===== src/rtl/disp_scan_ctrl.sv =====
// disp_scan_ctrl
// Scan-phase generator and frame-synchronous data holder for the 4-digit
// display multiplexer.
//
// A prescaler divides clk down so that the 4-bit scan phase `count` advances
// once every DIV_MAX+1 clocks. Bytes loaded from the UART side sit in a
// one-entry pending buffer and are copied to `disp_data` only when the scan
// wraps from phase 15 to phase 0. Every digit of a frame therefore shows
// nibbles taken from the same byte.
//
// Optional feature (compile-time macro SCAN_FREEZE_EN):
//   When defined, adds the input `freeze`. While it is high the prescaler and
//   the scan phase hold and no frame boundary can occur. Loads are still
//   accepted.
//
// Parameters:
//   DIV_WIDTH  width of the prescaler counter
//   DIV_MAX    terminal prescaler value (must be <= 2^DIV_WIDTH-1)
//
// Ports:
//   clk         system clock, rising edge
//   reset       asynchronous, active-high reset
//   freeze      (SCAN_FREEZE_EN only) hold scanning while high
//   data_in     byte to display
//   data_load   one-cycle strobe capturing data_in into the pending buffer
//   count       scan phase 0..15 to the multiplexer
//   disp_data   byte currently displayed, stable for a whole frame
//   pending     a loaded byte is waiting for the next frame boundary
//   frame_tick  one-cycle pulse on the first clock of a new frame
//   overrun     sticky: a still-pending byte was overwritten by a new load
module disp_scan_ctrl #(
  parameter int unsigned          DIV_WIDTH = 16,
  parameter logic [DIV_WIDTH-1:0] DIV_MAX   = 16'd49999
) (
  input  logic       clk,
  input  logic       reset,
`ifdef SCAN_FREEZE_EN
  input  logic       freeze,
`endif
  input  logic [7:0] data_in,
  input  logic       data_load,
  output logic [3:0] count,
  output logic [7:0] disp_data,
  output logic       pending,
  output logic       frame_tick,
  output logic       overrun
);

  localparam logic [DIV_WIDTH-1:0] PRE_ONE = {{(DIV_WIDTH-1){1'b0}}, 1'b1};

  logic [DIV_WIDTH-1:0] prescaler;
  logic [7:0]           pend_buf;
  logic                 run;
  logic                 step;
  logic                 wrap;

`ifdef SCAN_FREEZE_EN
  assign run = ~freeze;
`else
  assign run = 1'b1;
`endif

  // step: the last prescaler clock of a phase. wrap: the last clock of a frame.
  assign step = run && (prescaler == DIV_MAX);
  assign wrap = step && (count == 4'd15);

  // Scan timing
  always_ff @(posedge clk or posedge reset) begin
    if (reset) begin
      prescaler  <= '0;
      count      <= 4'd0;
      frame_tick <= 1'b0;
    end else begin
      frame_tick <= wrap;
      if (run) begin
        if (step) begin
          prescaler <= '0;
          count     <= count + 4'd1;
        end else begin
          prescaler <= prescaler + PRE_ONE;
        end
      end
    end
  end

  // Pending buffer and displayed byte
  always_ff @(posedge clk or posedge reset) begin
    if (reset) begin
      pend_buf  <= 8'h00;
      pending   <= 1'b0;
      disp_data <= 8'h00;
      overrun   <= 1'b0;
    end else begin
      // The commit reads the buffer value from before this edge. A load on
      // the same edge therefore queues behind the byte that is committing.
      if (wrap && pending) begin
        disp_data <= pend_buf;
      end
      if (data_load) begin
        pend_buf <= data_in;
        pending  <= 1'b1;
        // On a wrap edge the old byte leaves the buffer, so nothing is lost.
        if (pending && !wrap) begin
          overrun <= 1'b1;
        end
      end else if (wrap) begin
        pending <= 1'b0;
      end
    end
  end

endmodule

===== config.mk =====
export PLATFORM = sky130hd
export DESIGN_NAME = disp_scan_ctrl
export DESIGN_NICKNAME = d
export VERILOG_FILES = /design/src/rtl/disp_scan_ctrl.sv
export SDC_FILE = /design/constraint.sdc
export NUM_CORES = 1
export LEC_CHECK = 0
export CAP_MARGIN = 20
export CORE_UTILIZATION = 44
export CTS_BUF_LIST = sky130_fd_sc_hd__clkbuf_4 sky130_fd_sc_hd__clkbuf_8 sky130_fd_sc_hd__clkbuf_16
export CTS_CLUSTER_SIZE = 24
export DETAILED_ROUTE_END_ITERATION = 10
export PLACE_DENSITY = 0.7
export SLEW_MARGIN = 40
export SYNTH_ARGS = -nofsm -noshare
export SYNTH_HDL_FRONTEND = slang
export SYNTH_SLANG_ARGS = --single-unit

===== constraint.sdc =====
create_clock -name clk -period 2 [get_ports clk]
set_input_delay 0.5 -clock clk [delete_from_list [all_inputs] [get_ports clk]]
set_output_delay 0.5 -clock clk [all_outputs]
set_load 0.05 [all_outputs]

==> flow_metrics.tcl, run 1 <==
set metrics [dict create \
    ys_top_cells_by_area "dfrtp_1 59%, mux2_2 11%, xnor2_1 4.7%, xor2_1 3.7%, nand4_1 3.0%" \
    hold-path-endpoint "overrun" \
    drv_slew 0 \
    io_buffers 25 \
    syn-mean-instance-area_um2 12.6 \
    gp_congestion 0.840 \
    post-cts-setup-buffers 0 \
    crit_path_top_delay_cell "or4b_4" \
    maxCapViolations 0 \
    wl_mm 2.96 \
    period_share_pct 97.5 \
    first_pass_iters 4 \
    fmaxAchievable_mhz 513 \
    vias 1146 \
    relSlewSlack_pct 66.8 \
    finalClockSkew_ps 4.19 \
    grt_setup_unrepaired "yes" \
    outcome "finished, final reports clean" \
    die_height_um 63.5 \
    synth_top_area_cell "dfrtp_1" \
    die_area_um2 4030 \
    hold_path.class "reg -> reg" \
    hold_depth 1 \
    synth_cell_types 28 \
    synthMuxAreaShare_pct 11.5 \
    r2r_cells 4 \
    critPathCaptureType "register" \
    synth_nets 145 \
    worst_ir_drop_vdd_v 0.000449 \
    fin_ws_ps 49.3 \
    rr_startpoint "prescaler[4]" \
    start_util_pct 48.0 \
    row_count 21 \
    p_clk_share_pct 47.2 \
    grt_start_max_net_pins 40 \
    fillers 277 \
    critPathKind "reg -> reg" \
    vias_per_cell 5.23 \
    die_x_um 63.5 \
    nets 185 \
    insertedDiodeCount 0 \
    antenna_found_initial 0 \
    drt_iter0_drc 58 \
    grt_overflow 0 \
    synthAdderAreaFrac_pct 1.50 \
    insertion_delay_ps 290 \
    regToRegSetupSlack_ps 50 \
    required_ps 2180 \
    post-route-min-period_ps 1950 \
    p_seq_share_pct 49.3 \
    cts-root-buf "clkbuf_8" \
    finalHoldViolations 0 \
    clk_path_buf_depth 2 \
    p_leak_uw 0.00104 \
    p_sw_share_pct 18.9 \
    grt_pass1_wl_mm 5.13 \
    setup_violations 0 \
    tritoncts "yes" \
    tightest_slew_ps 497 \
    pin_count 26 \
    cp_max_fo 8 \
    place_ws_ps -51.7 \
    power_per_cell_area_nw_per_um2 758 \
    syn_inst 132 \
    cts_made_buffers 5 \
    hold_path.startpoint "overrun" \
    core-area_um2 3470 \
    synth_seq_cells 39 \
    first_global_vias 1112 \
    synth_xor_area_share_pct 8.41 \
    power_uw 1650 \
    synth_top_area_share_pct 58.6 \
    path_cells "or4b_4 > nor4_4 > and2b_2 > mux2_2" \
    grt_util_all_layers_pct 17.0 \
    clock_sinks 39 \
    htreeDepth 2 \
    p_sw_uw 311 \
    synth.yosys.warnings 0 \
    p_int_uw 1330 \
    place_hpwl_mm 2.08 \
    r2r-end "disp_data[5]" \
    area_delta_synth_final_pct 30.3 \
    ys_seq_area_share_pct 58.6 \
    critPathLaunchType "register" \
    arrival_ps 2130 \
    critPathMaxStageDelay_ps 550 \
    synth_top_family_by_area "simple AND/OR/NAND/NOR gates" \
    drive_gt1_share_pct 27.7 \
    path_clk_slew_ps 80 \
    wl_per_cell_um 13.5 \
    pwr-share-comb_pct 3.5 \
    synth_area_um2 1670 \
    synthSimpleGateAreaFrac_pct 16.3 \
    synth_compound_gate_area_share_pct 1.58 \
    drtAntennaViolNets 0 \
    drc 0 \
]
[cell type report]
class / count / area, µm² / area share, %
clock inverter: 3 / 67.6 / 3.11
sequential: 39 / 976 / 45.0
inverter: 4 / 15.0 / 0.692
tap: 46 / 57.6 / 2.65
timing repair buffer: 36 / 325 / 15.0
multi-input combinational: 86 / 659 / 30.4
clock buffer: 5 / 68.8 / 3.17
[layout by cell type, fill, tap and decap left out, types with 2 or more instances in the layout]
master           synthesis  layout
buf_4                    0      17
or4b_4                   1       2
nor3_1                   6       6
nor4_1                   3       3
clkdlybuf4s50_1          0      16
mux2_2                  17      17
clkbuf_8                 0       5
nand2_1                  5       5
bufinv_16                0       2
xor2_1                   7       7
nand4_1                  8       8
dfrtp_1                 39      39
ha_1                     2       2
xnor2_1                  9       9
nand3_1                  6       6
inv_1                    4       4
nor2_1                  10      10
dlymetal6s2s_1           0       3
[metrics by stage]
step / area, µm² / hold WS, ps / cells / setup TNS, ps / util, %
6_report: 2170 / 476 / 219 / 0 / 62.6
5_1_grt: 2170 / 503 / 219 / -293 / 62.6
4_1_cts: 2160 / 482 / 219 / 0 / 62.3
3_5_place_dp: 2020 / 465 / 211 / -292 / 58.4
3_3_place_gp: 2020 / 466 / 211 / 0 / 58.4
2_1_floorplan: 1670 / 455 / 132 / 0 / -
[critical path, delay by kind of cell, from the launching register on]
family | cells | cell delay [ps]
AND/OR/NAND/NOR | 3 | 1090
flip-flops | 1 | 390
multiplexers | 1 | 370
[state kept, by name (all words and copies together) (netlist names)]
register and cells:
disp_data 8, count 4, pend_buf 8, frame_tick 1, prescaler 16, overrun 1
pending 1
[logic make-up after synthesis]
kind of cell,Yosys count
AO/OA/AOI/OAI,4
flip-flops,39
buffers and inverters,7
adder cells (fa/ha/maj),2
multiplexers,17
XOR/XNOR,16
AND/OR/NAND/NOR,47
[synthesized netlist by cell type]
library cell and number:
a21o_1 1, xnor2_1 9, nand3_1 6, nor4_1 3, buf_6 1, or4b_4 1
or4_1 1, a31o_2 1, or4b_1 1, dfrtp_1 39, inv_1 4, nor2_1 10
clkbuf_1 1, nor4_4 1, or2_2 1, or3_1 1, xor2_1 7, nor2b_1 1
and2b_1 1, nor3_1 6, nand2_1 5, ha_1 2, o21ai_0 1, nand3b_1 1
buf_2 1, a21oi_1 1, nand4_1 8, mux2_2 17
[metal layers]
layer  track usage, %  routed length (µm)
met1             20.9                1330
met2             27.1                1440
met3             5.07                 128
met4             8.52                  65
met5                0                   0
[repair_timing]
action	CTS	global route
cloned	0	0
hold buffers	0	0
resized for setup	1	3
endpoints found under the setup margin	8	12
[power by group through the flow]
stage	clock, µW	sequential, µW	combinational [µW]
6_report	776	811	57.6
5_1_grt	830	814	64.1
4_1_cts	797	811	59.8
3_5_place_dp	0	827	59.5
3_3_place_gp	0	827	57.1
2_1_floorplan	0	824	31.5
[worst max-delay path by stage]
| stage | startpoint | end | depth (start not counted) | slack (ps) |
|---|---|---|---|---|
| floorplan | prescaler[4] | disp_data[0] | 5 | 10 |
| global placement | prescaler[4] | disp_data[2] | 4 | 30 |
| detailed placement | prescaler[4] | disp_data[5] | 4 | -50 |
| CTS | disp_data[5] | disp_data[5] | 1 | 30 |
| global route | prescaler[4] | disp_data[1] | 4 | -50 |
| finish | prescaler[4] | disp_data[5] | 4 | 50 |
No activity file was read; power rests on OpenSTA's default activity.
==> run 2, diff against run 1 <==
--- a/config.mk
+++ b/config.mk
@@ -6,11 +6,11 @@
 export NUM_CORES = 1
 export LEC_CHECK = 0
 export CAP_MARGIN = 20
-export CORE_UTILIZATION = 44
+export CORE_UTILIZATION = 47
 export CTS_BUF_LIST = sky130_fd_sc_hd__clkbuf_4 sky130_fd_sc_hd__clkbuf_8 sky130_fd_sc_hd__clkbuf_16
 export CTS_CLUSTER_SIZE = 24
 export DETAILED_ROUTE_END_ITERATION = 10
-export PLACE_DENSITY = 0.7
+export PLACE_DENSITY = 0.74
 export SLEW_MARGIN = 40
 export SYNTH_ARGS = -nofsm -noshare
 export SYNTH_HDL_FRONTEND = slang
==> run 2 against run 1 <==
Against the previous run: final cell count stayed put; combinational power decreased by 1%; die area fell by 6.2%; setup slack better by 14 ps; clock skew grew 5.1 ps; critical path type unchanged; largest cell class unchanged; largest power group unchanged; highest routed layer unchanged.
==> flow_metrics.tcl, run 2 (synthesized netlist as in run 1, its figures left out) <==
set metrics [dict create \
    outcome "finished, final reports clean" \
    p_clk_share_pct 38.3 \
    first_pass_iters 4 \
    io_buffers 25 \
    clock_sinks 39 \
    grt_pass1_wl_mm 4.84 \
    grt_setup_unrepaired "yes" \
    fillers 279 \
    regToRegSetupSlack_ps 60 \
    r2r_cells 4 \
    multi_input_area_um2 659 \
    place_hpwl_mm 2.16 \
    wl_per_cell_um 13.3 \
    finalClockSkew_ps 9.32 \
    insertion_delay_ps 340 \
    vias 1116 \
    power_per_cell_area_nw_per_um2 669 \
    p_sw_uw 276 \
    post-route-min-period_ps 1940 \
    hold-path-endpoint "prescaler[0]" \
    nets 185 \
    reg_top3 "prescaler: 16 flops, disp_data: 8 flops, pend_buf: 8 flops" \
    fin_ws_ps 63.0 \
    row_count 21 \
    antenna_found_initial 0 \
    crit_path_top_delay_cell "or4b_4" \
    critPathCaptureType "register" \
    grt_util_all_layers_pct 18.2 \
    finalHoldViolations 0 \
    worst_ir_drop_vdd_v 0.000419 \
    dpl-instance-area_um2 2020 \
    cts-root-buf "clkbuf_4" \
    path_clk_slew_ps 110 \
    relSlewSlack_pct 66.4 \
    p_leak_uw 0.00102 \
    pwr-share-comb_pct 4.1 \
    grt_start_max_net_pins 40 \
    largest_reg_flops 16 \
    fmaxAchievable_mhz 516 \
    critPathLaunchType "register" \
    p_sw_share_pct 19.6 \
    post-cts-setup-buffers 0 \
    first_global_vias 1066 \
    critPathMaxStageDelay_ps 550 \
    hold_depth 1 \
    drive_gt1_share_pct 27.7 \
    r2r-end "disp_data[3]" \
    top_register "prescaler" \
    wl_mm 2.91 \
    period_share_pct 96.9 \
    area_delta_synth_final_pct 26.4 \
    clk_path_buf_depth 2 \
    tightest_slew_ps 503 \
    rr_startpoint "prescaler[4]" \
    layout_common_cells "39 x dfrtp_1, 17 x mux2_2, 17 x buf_4" \
    design_area_um2 2100 \
    vias_per_cell 5.10 \
    place_ws_ps -33.6 \
    final_common_cell "dfrtp_1" \
    p_int_uw 1130 \
    seqCellArea_um2 976 \
    die_area_um2 3790 \
    required_ps 2230 \
    grt_overflow 0 \
    start_util_pct 49.5 \
    tritoncts "yes" \
    cp_max_fo 8 \
    setup_violations 0 \
    cts_hold_buf 0 \
    critPathKind "reg -> reg" \
    arrival_ps 2170 \
    drc 0 \
    htreeDepth 2 \
    gp_congestion 0.872 \
    die_height_um 61.5 \
    maxCapViolations 0 \
    die_x_um 61.5 \
    drt_iter0_drc 17 \
    pin_count 26 \
    hold_path.class "reg -> reg" \
    drv_slew 0 \
    insertedDiodeCount 0 \
    cts_made_buffers 5 \
    hold_path.startpoint "prescaler[0]" \
    core-area_um2 3360 \
    p_seq_share_pct 57.6 \
    drtAntennaViolNets 0 \
    path_cells "or4b_4 > nor4_4 > and2b_2 > mux2_2" \
]
## run 2: changes by cell type in the layout (fill, tap and decap cells not counted), sizes merged
| cell | previous run | this run |
|---|---|---|
| dlymetal6s2s | 3 | 1 |
| clkdlybuf4s50 | 16 | 10 |
| clkinv | 0 | 1 |
| dlygate4sd2 | 0 | 8 |
| clkbuf | 5 | 6 |
| bufinv | 2 | 1 |
| clkinvlp | 1 | 0 |
## run 2: metal layers
layer  vias up  share of wire, %  GRT usage [%]
met5         -                 0              0
met4         0               1.4           6.67
met3         6               4.7           5.67
met2        25                49           29.6
met1       540                45           22.9
li1        545                 -              -
## run 2: how the worst max path moves through the flow
stage / slack [ps] / endpoint / from
finish: 60 / disp_data[3] / prescaler[4]
global route: -20 / overrun / prescaler[0]
CTS: 10 / frame_tick / frame_tick
detailed placement: -30 / disp_data[3] / prescaler[4]
global placement: 30 / disp_data[3] / prescaler[4]
floorplan: 10 / disp_data[0] / prescaler[4]
## run 2: final cells by class
class / count / area share (%)
clock buffer: 6 / 2.44
tap: 46 / 2.73
sequential: 39 / 46.4
multi-input combinational: 86 / 31.3
clock inverter: 2 / 1.66
inverter: 4 / 0.713
timing repair buffer: 36 / 14.7
## run 2: stage by stage
stage / util (%) / hold slack (ps) / total power (µW) / instances / TNS, ps
after floorplan: - / 455 / 856 / 132 / 0
after global placement: 60.2 / 464 / 883 / 211 / 0
after detailed placement: 60.2 / 467 / 887 / 211 / -162
after CTS: 62.5 / 491 / 1430 / 219 / 0
after global routing: 62.6 / 520 / 1470 / 219 / -90.0
final: 62.6 / 484 / 1410 / 219 / 0
## run 2: what timing repair did
action                                  CTS  global route
endpoints found under the setup margin   16             7
resized for setup                         9             1
endpoints found under the hold margin     0             0
## run 2: critical path: cells and delay by family (launching register included)
family,cells,cell delay [ps]
flops,1,400
simple gates,3,1080
mux,1,360
## run 2: power by group through the flow
stage,clock network [µW],registers (µW),logic [µW]
after floorplan,0,824,31.5
after global placement,0,826,56.9
after detailed placement,0,828,59.1
after CTS,558,812,59.2
after global routing,590,814,64.5
final,539,812,57.0
